===== src/rtl/control_unit_if.sv =====
// Control-unit bus: instruction ROM port plus the datapath control and monitor signals.
// The control unit takes the master side; ROM/datapath/monitors take the slave side.
interface control_unit_if #(
    parameter int PC_W = 7
);
    logic [15:0]     instr_data;
    logic [PC_W-1:0] pc_addr;
    logic [15:0]     ir_out;
    logic [3:0]      state_out;
    logic            halted;
    logic [7:0]      D_addr;
    logic            D_wr;
    logic            RF_sel;
    logic            RF_W_en;
    logic [2:0]      ALU_s0;
    logic [3:0]      rdAddrA;
    logic [3:0]      rdAddrB;
    logic [3:0]      WriteAddr;

    modport master (
        input  instr_data,
        output pc_addr, ir_out, state_out, halted, D_addr, D_wr,
               RF_sel, RF_W_en, ALU_s0, rdAddrA, rdAddrB, WriteAddr
    );

    modport slave (
        output instr_data,
        input  pc_addr, ir_out, state_out, halted, D_addr, D_wr,
               RF_sel, RF_W_en, ALU_s0, rdAddrA, rdAddrB, WriteAddr
    );
endinterface


===== src/rtl/control_unit.sv =====
// Instruction-sequencing FSM: owns PC and IR, fetches from a 1-cycle ROM and
// drives datapath controls as a Moore decode of the registered state and IR.
module control_unit #(
    parameter int PC_W = 7
) (
    input  logic             clk,
    input  logic             reset_n,
    control_unit_if.master   bus
);

    typedef enum logic [3:0] {
        ST_INIT   = 4'd0,
        ST_FETCH  = 4'd1,
        ST_DECODE = 4'd2,
        ST_NOOP   = 4'd3,
        ST_STORE  = 4'd4,
        ST_LOAD_A = 4'd5,
        ST_LOAD_B = 4'd6,
        ST_ADD    = 4'd7,
        ST_SUB    = 4'd8,
        ST_HALT   = 4'd9
    } state_t;

    state_t          state_r;
    state_t          state_s;
    logic [PC_W-1:0] pc_r;
    logic [15:0]     ir_r;

    logic [7:0]      d_addr_s;
    logic            d_wr_s;
    logic            rf_sel_s;
    logic            rf_w_en_s;
    logic [2:0]      alu_s0_s;
    logic            halted_s;

    // State, PC and IR registers; IR load and PC increment happen only in FETCH
    always_ff @(posedge clk or negedge reset_n) begin
        if (!reset_n) begin
            state_r <= ST_INIT;
            pc_r    <= {PC_W{1'b0}};
            ir_r    <= 16'h0000;
        end else begin
            state_r <= state_s;
            if (state_r == ST_FETCH) begin
                ir_r <= bus.instr_data;
                pc_r <= pc_r + {{(PC_W-1){1'b0}}, 1'b1};
            end else begin
                ir_r <= ir_r;
                pc_r <= pc_r;
            end
        end
    end

    // Next-state selection; HALT is absorbing until reset
    always_comb begin
        state_s = state_r;
        case (state_r)
            ST_INIT:   state_s = ST_FETCH;
            ST_FETCH:  state_s = ST_DECODE;
            ST_DECODE: begin
                case (ir_r[15:12])
                    4'h1:    state_s = ST_STORE;
                    4'h2:    state_s = ST_LOAD_A;
                    4'h3:    state_s = ST_ADD;
                    4'h4:    state_s = ST_SUB;
                    4'h5:    state_s = ST_HALT;
                    default: state_s = ST_NOOP;
                endcase
            end
            ST_NOOP:   state_s = ST_FETCH;
            ST_STORE:  state_s = ST_FETCH;
            ST_LOAD_A: state_s = ST_LOAD_B;
            ST_LOAD_B: state_s = ST_FETCH;
            ST_ADD:    state_s = ST_FETCH;
            ST_SUB:    state_s = ST_FETCH;
            ST_HALT:   state_s = ST_HALT;
            default:   state_s = ST_INIT;
        endcase
    end

    // Moore control decode; LOAD_A only presents the address while memory read settles
    always_comb begin
        d_addr_s  = 8'h00;
        d_wr_s    = 1'b0;
        rf_sel_s  = 1'b0;
        rf_w_en_s = 1'b0;
        alu_s0_s  = 3'b000;
        halted_s  = 1'b0;
        case (state_r)
            ST_STORE: begin
                d_wr_s   = 1'b1;
                d_addr_s = ir_r[7:0];
            end
            ST_LOAD_A: begin
                rf_sel_s = 1'b1;
                d_addr_s = ir_r[11:4];
            end
            ST_LOAD_B: begin
                rf_sel_s  = 1'b1;
                rf_w_en_s = 1'b1;
                d_addr_s  = ir_r[11:4];
            end
            ST_ADD: begin
                alu_s0_s  = 3'b001;
                rf_w_en_s = 1'b1;
            end
            ST_SUB: begin
                alu_s0_s  = 3'b010;
                rf_w_en_s = 1'b1;
            end
            ST_HALT: begin
                halted_s = 1'b1;
            end
            default: begin
                d_addr_s = 8'h00;
            end
        endcase
    end

    assign bus.pc_addr   = pc_r;
    assign bus.ir_out    = ir_r;
    assign bus.state_out = state_r;
    assign bus.halted    = halted_s;
    assign bus.D_addr    = d_addr_s;
    assign bus.D_wr      = d_wr_s;
    assign bus.RF_sel    = rf_sel_s;
    assign bus.RF_W_en   = rf_w_en_s;
    assign bus.ALU_s0    = alu_s0_s;
    assign bus.rdAddrA   = ir_r[11:8];
    assign bus.rdAddrB   = ir_r[7:4];
    assign bus.WriteAddr = ir_r[3:0];

endmodule


===== src/flat_wrapper.sv =====
// flat-port wrapper written by rule: the top's interface ports become plain ports
module control_unit_flat 
#(
    parameter int PC_W = 7
)
  (clk, reset_n, bus_instr_data, bus_pc_addr, bus_ir_out, bus_state_out, bus_halted, bus_D_addr, bus_D_wr, bus_RF_sel, bus_RF_W_en, bus_ALU_s0, bus_rdAddrA, bus_rdAddrB, bus_WriteAddr);
  control_unit_if #(.PC_W(PC_W)) bus_i ();
  input  logic clk;
  input  logic reset_n;
  input wire logic [$bits(bus_i.instr_data)-1:0] bus_instr_data;
  output wire logic [$bits(bus_i.pc_addr)-1:0] bus_pc_addr;
  output wire logic [$bits(bus_i.ir_out)-1:0] bus_ir_out;
  output wire logic [$bits(bus_i.state_out)-1:0] bus_state_out;
  output wire logic [$bits(bus_i.halted)-1:0] bus_halted;
  output wire logic [$bits(bus_i.D_addr)-1:0] bus_D_addr;
  output wire logic [$bits(bus_i.D_wr)-1:0] bus_D_wr;
  output wire logic [$bits(bus_i.RF_sel)-1:0] bus_RF_sel;
  output wire logic [$bits(bus_i.RF_W_en)-1:0] bus_RF_W_en;
  output wire logic [$bits(bus_i.ALU_s0)-1:0] bus_ALU_s0;
  output wire logic [$bits(bus_i.rdAddrA)-1:0] bus_rdAddrA;
  output wire logic [$bits(bus_i.rdAddrB)-1:0] bus_rdAddrB;
  output wire logic [$bits(bus_i.WriteAddr)-1:0] bus_WriteAddr;
  assign bus_i.instr_data = bus_instr_data;
  assign bus_pc_addr = bus_i.pc_addr;
  assign bus_ir_out = bus_i.ir_out;
  assign bus_state_out = bus_i.state_out;
  assign bus_halted = bus_i.halted;
  assign bus_D_addr = bus_i.D_addr;
  assign bus_D_wr = bus_i.D_wr;
  assign bus_RF_sel = bus_i.RF_sel;
  assign bus_RF_W_en = bus_i.RF_W_en;
  assign bus_ALU_s0 = bus_i.ALU_s0;
  assign bus_rdAddrA = bus_i.rdAddrA;
  assign bus_rdAddrB = bus_i.rdAddrB;
  assign bus_WriteAddr = bus_i.WriteAddr;
  control_unit #(.PC_W(PC_W)) u_core (.clk(clk), .reset_n(reset_n), .bus(bus_i));
endmodule

===== config.mk =====
export PLATFORM = sky130hd
export DESIGN_NAME = control_unit_flat
export DESIGN_NICKNAME = d
export VERILOG_FILES = /design/src/rtl/control_unit_if.sv /design/src/rtl/control_unit.sv /design/src/flat_wrapper.sv
export SDC_FILE = /design/constraint.sdc
export NUM_CORES = 1
export LEC_CHECK = 0
export CAP_MARGIN = 5
export CORE_ASPECT_RATIO = 1.5
export CORE_UTILIZATION = 36
export DETAILED_ROUTE_END_ITERATION = 16
export GPL_ROUTABILITY_DRIVEN = 0
export GPL_TIMING_DRIVEN = 1
export PLACE_DENSITY = 0.77
export SKIP_CTS_REPAIR_TIMING = 1
export SYNTH_ARGS = -nofsm -noshare
export SYNTH_HDL_FRONTEND = slang
export SYNTH_SLANG_ARGS = --single-unit

===== constraint.sdc =====
create_clock -name clk -period 1.4 [get_ports clk]
set_input_delay 0.21 -clock clk [delete_from_list [all_inputs] [get_ports clk]]
set_output_delay 0.21 -clock clk [all_outputs]
set_load 0.01 [all_outputs]

### After elaboration in Yosys (flattened, before gate mapping)

Index checks and enable logic that the tools add are counted.

* register bits after elaboration: 27
* latch bits: 0
* memory bits (writable): 0
* memory bits (read-only): 0
* bits of input ports: 18
* output and inout port bits: 54
* word-level logic and storage cells: 30
* memories: 0

* $add $sub $neg: 1
* $mul: 0
* div/mod/pow operators: 0
* $lt $le $gt $ge: 0
* equality and inequality tests: 14
* shifts and indexed selects: 0
* muxes and demuxes: 8
* bitwise logic cells: 0
* reduce and logical (&&, ||, !) cells: 4

Operator list (count)
* $pmux W4 S5: 2
* $eq A4 B3 Y1 const B: 6
* $eq A4 B2 Y1 const B: 4
* $pmux W8 S2: 1
* $eq A4 B1 Y1 const B: 2
* $eq A4 B4 Y1 const B: 2
* $add A7 B1 Y7 const B: 1
* $reduce_or A6 Y1: 1
* $logic_not A4 Y1: 1
* $mux W1: 4
* $pmux W2 S2: 1
* $reduce_or A3 Y1: 1
* $reduce_or A2 Y1: 1

### Depth between registers and ports, before layout

* depth after elaboration: 3
* depth in mapped cells: 5
* gate-level depth less buffers: 4

### Least setup slack after synthesis

No wires, ideal clock.

* path type: reg-to-output
* from: register u_core.state_r[3] (netlist: u_core.bus.state_out[3])
* to: output bus_D_addr[0]
* arrival: 1437 ps
* data required time: 1190 ps
* setup slack: -247 ps
* stages on the path, launching flop included: 5
* buffers on the path: 1
* cells stage by stage: dfrtp_1 -> buf_2 -> nand2b_1 -> nor3_2 -> a22o_1

* cells in the longest elaborated chain, start to end: 3
* elaborated cells on any way between the ends: 5
* classes of those cells: 3 x eq/ne; 1 x mux; 1 x reduce/logical

Ends and longest elaborated chain
* start: declaration: RTL line control_unit.sv:24 `state_t state_r;`
* start signal: assignment: RTL line control_unit.sv:43 `state_r <= state_s;`
* $eq A4 B3 Y1: RTL line control_unit.sv:89 `case (state_r)`
* $reduce_or A2 Y1 (no source line)
* $pmux W8 S2 *: RTL line control_unit.sv:89
* end: declaration: RTL line flat_wrapper.sv:15 `output wire logic [$bits(bus_i.D_addr)-1:0] bus_D_addr;`

Mark *: on every way between the ends. The rest lies on a longest branch, timed or not.

### Worst setup path after layout

* from: register u_core.state_r[1] (netlist: u_core.bus.state_out[1])
* to: output bus_D_addr[3]

The elaborated chain is that of the path after synthesis.

==> results by group <==
Placed design
  – DP HPWL: 2720 microns
  – Placed cell area: 0.00216 sq mm
  – Port bufs: 70

Worst setup path
  – CP Capture Point: bus_D_addr[3]
  – Launch point of the critical path: u_core.bus.state_out[1]
  – CP endpoint kind: output port
  – FF-to-FF setup slack: -220 ps
  – Crit Path Max Fanout: 5
  – Worst EP required: 1190 ps
  – CP arrival: 1520 ps
  – Critical path startpoint category: register
  – Register-to-Register Path Depth: 5
  – Reg-to-reg startpoint: u_core.bus.state_out[2]
  – Reg-to-Reg End: u_core.bus.ir_out[13]
  – Setup CP Type: register to output port

Power
  – Total power divided by cell area: 2300 mW/mm^2
  – VDD IR max: 1.54 mV
  – Power Total: 5.75 mW
  – LEAKAGE: 1.47 nW

Yosys
  – Adder-cell share of the synthesized area: 0.00892
  – Synth Area per Inst: 12.0 sq um
  – Synth cell types: 29
  – Largest family of logic cells by synthesized area: multiplexers
  – Yosys warns: 0
  – Seq/Total Area, Yosys: 0.482
  – Synthesized area: 0.00140 sq mm
  – Compound-Gate Fraction of Synth Area: 0.103
  – Mapped Cells: 117
  – Xor-xnor portion of the synthesized cell area: 0.0437
  – Seq cells post-synth: 27
  – Simple-gate area share of the yosys netlist: 0.120
  – Syn_nets: 136
  – Mux cell area share after synthesis: 0.136

Clock network
  – Root buffer cell: clkbuf_8
  – CTS tree: done
  – H-tree depth: 1
  – Clock transition at the registers of the reported paths: 100 ps
  – Total CTS buffers: 3
  – Clk_lat worst skew: 280 ps
  – Clock Sinks: 27
  – CTS max path bufs: 2

STA
  – Final Cycle Share: 1.24
  – Peak Freq: 578 MHz
  – Final setup TNS: -7320 ps
  – Final setup fails: 39
  – Unrepaired setup endpoints after global routing: yes
  – Worst Slack Setup Final: -330 ps
  – Hold Fails Final Rpt: 0
  – Final Max Tran Viols: 0
  – Tmin final: 1730 ps
  – Worst Skew: 12.0 ps

GRT
  – GRT Resource Usage Total: 0.181
  – Total gr overflow: 0
  – Initial antenna violation count: 0
  – First-pass GRT wire length: 5510 microns
  – Largest net degree at the start of global routing: 28
  – Vias in the first global route: 1167

Die
  – Die height: 78.4 microns
  – CORE AREA: 0.00368 sq mm
  – Die X: 53.0 microns
  – Die footprint: 0.00415 sq mm
  – Initial Utilization: 0.381
  – IO Count: 72
  – Row cnt: 27

Drt
  – # DRC: 0
  – Via count: 1286
  – DR WL/cell: 17.1 microns
  – Antenna-violating nets left: 0
  – Pre-Repair DR Iteration Count: 4
  – Initial drt markers: 13
  – Vias/cell: 5.06
  – Routed wire length: 4350 microns

Layout
  – Layout net count: 231
  – Most frequent cells in the layout: dlymetal6s2s_1 (39), buf_4 (30), dfrtp_1 (20)
  – Layout area overhead: 78.0%
  – Design area: 0.00250 sq mm
  – Most common cell after layout, fill and taps aside: dlymetal6s2s_1
  – Antenna cell count: 0
  – Fraction of layout cells with a size suffix above 1: 0.408

Hold path
  – Min-Delay Path Class: input port to async pin

Run
  – MaxCap Viol Count: 0

Run status
  – Status: finished, violations left
  – Failing checks: setup timing
-- sequential cells by signal (all words and copies together), names as in the netlist --
name and count:
u_core.bus.pc_addr 7, u_core.bus.state_out 4, u_core.bus.ir_out 16
-- layer usage --
layer,track usage,vias up,wire [microns]
li1,-,592,-
met1,0.195,653,1590
met2,0.318,34,2520
met3,0.0310,7,158
met4,0.103,0,83
met5,0,-,0
-- Yosys cell counts --
| master | number | area [sq um] |
|---|---|---|
| nor3b_1 | 1 | 7.51 |
| o211ai_1 | 2 | 15.0 |
| conb_1 | 1 | 3.75 |
| buf_6 | 3 | 33.8 |
| buf_4 | 13 | 97.6 |
| o31ai_1 | 1 | 7.51 |
| or4_1 | 1 | 7.51 |
| xnor2_1 | 5 | 43.8 |
| dfrtp_1 | 27 | 676 |
| o21a_1 | 2 | 15.0 |
| nor2b_1 | 2 | 12.5 |
| a22o_1 | 8 | 70.1 |
| nor3_2 | 1 | 10.0 |
| nand4_1 | 3 | 18.8 |
| nor4b_4 | 1 | 23.8 |
| ha_1 | 1 | 12.5 |
| nand2_1 | 4 | 15.0 |
| nor2_1 | 2 | 7.51 |
| inv_1 | 1 | 3.75 |
| nor4_1 | 1 | 6.26 |
| a21oi_1 | 4 | 20.0 |
| buf_2 | 2 | 10.0 |
| and3_1 | 3 | 18.8 |
| nand2b_1 | 5 | 31.3 |
| xor2_1 | 2 | 17.5 |
| mux2_2 | 17 | 191 |
| a21o_1 | 1 | 7.51 |
| a21oi_2 | 1 | 8.76 |
| nor3_1 | 2 | 10.0 |
-- kinds of logic after synthesis --
family | after synthesis
and+or+nand+nor | 26
adders and majority gates | 1
DFF | 27
AOI/OAI and AO/OA | 19
xor gates and xnor gates | 7
other | 1
buffers and inverters | 19
muxes | 17
-- how the worst min path moves through the flow --
stage	endpoint	slack (ps)
floorplan	u_core.bus.ir_out[0]	-90
global placement	u_core.bus.pc_addr[6]	470
detailed placement	u_core.bus.pc_addr[6]	470
CTS	u_core.bus.ir_out[7]	310
global route	u_core.bus.ir_out[7]	330
finish	u_core.bus.ir_out[11]	290
-- metrics by stage --
stage                     hold slack, ps  instances  setup slack, ps  utilization
after floorplan                    -85.6        117             -189            -
after global placement               472        228             -436        0.585
after detailed placement             470        228             -449        0.585
after CTS                            313        232             -790        0.598
after global routing                 327        254             -393        0.678
final                                294        254             -330        0.678
-- power by group --
group / switching (mW) / total (mW) / leakage (nW) / internal [mW]
registers: 0.386 / 1.57 / 0.317 / 1.18
logic: 1.52 / 3.73 / 1.14 / 2.21
clock network: 0.254 / 0.458 / 0.0228 / 0.205
total: 2.16 / 5.75 / 1.47 / 3.59
-- critical path: stages (launching register included) --
cell	delay (ps)
dfrtp_1	430
buf_6	140
nor3_4	230
buf_6	150
a22o_1	150
buf_2	130
-- area by class of cell --
| cell class | count | area (sq um) |
|---|---|---|
| Clock buffer | 4 | 45.0 |
| Multi-Input combinational cell | 72 | 659 |
| Tap cell | 43 | 53.8 |
| Fill cell | 260 | 1190 |
| Inverter | 1 | 3.75 |
| Timing Repair Buffer | 107 | 1050 |
| Sequential cell | 27 | 684 |
Note: power is estimated with default switching activity, not from simulation.
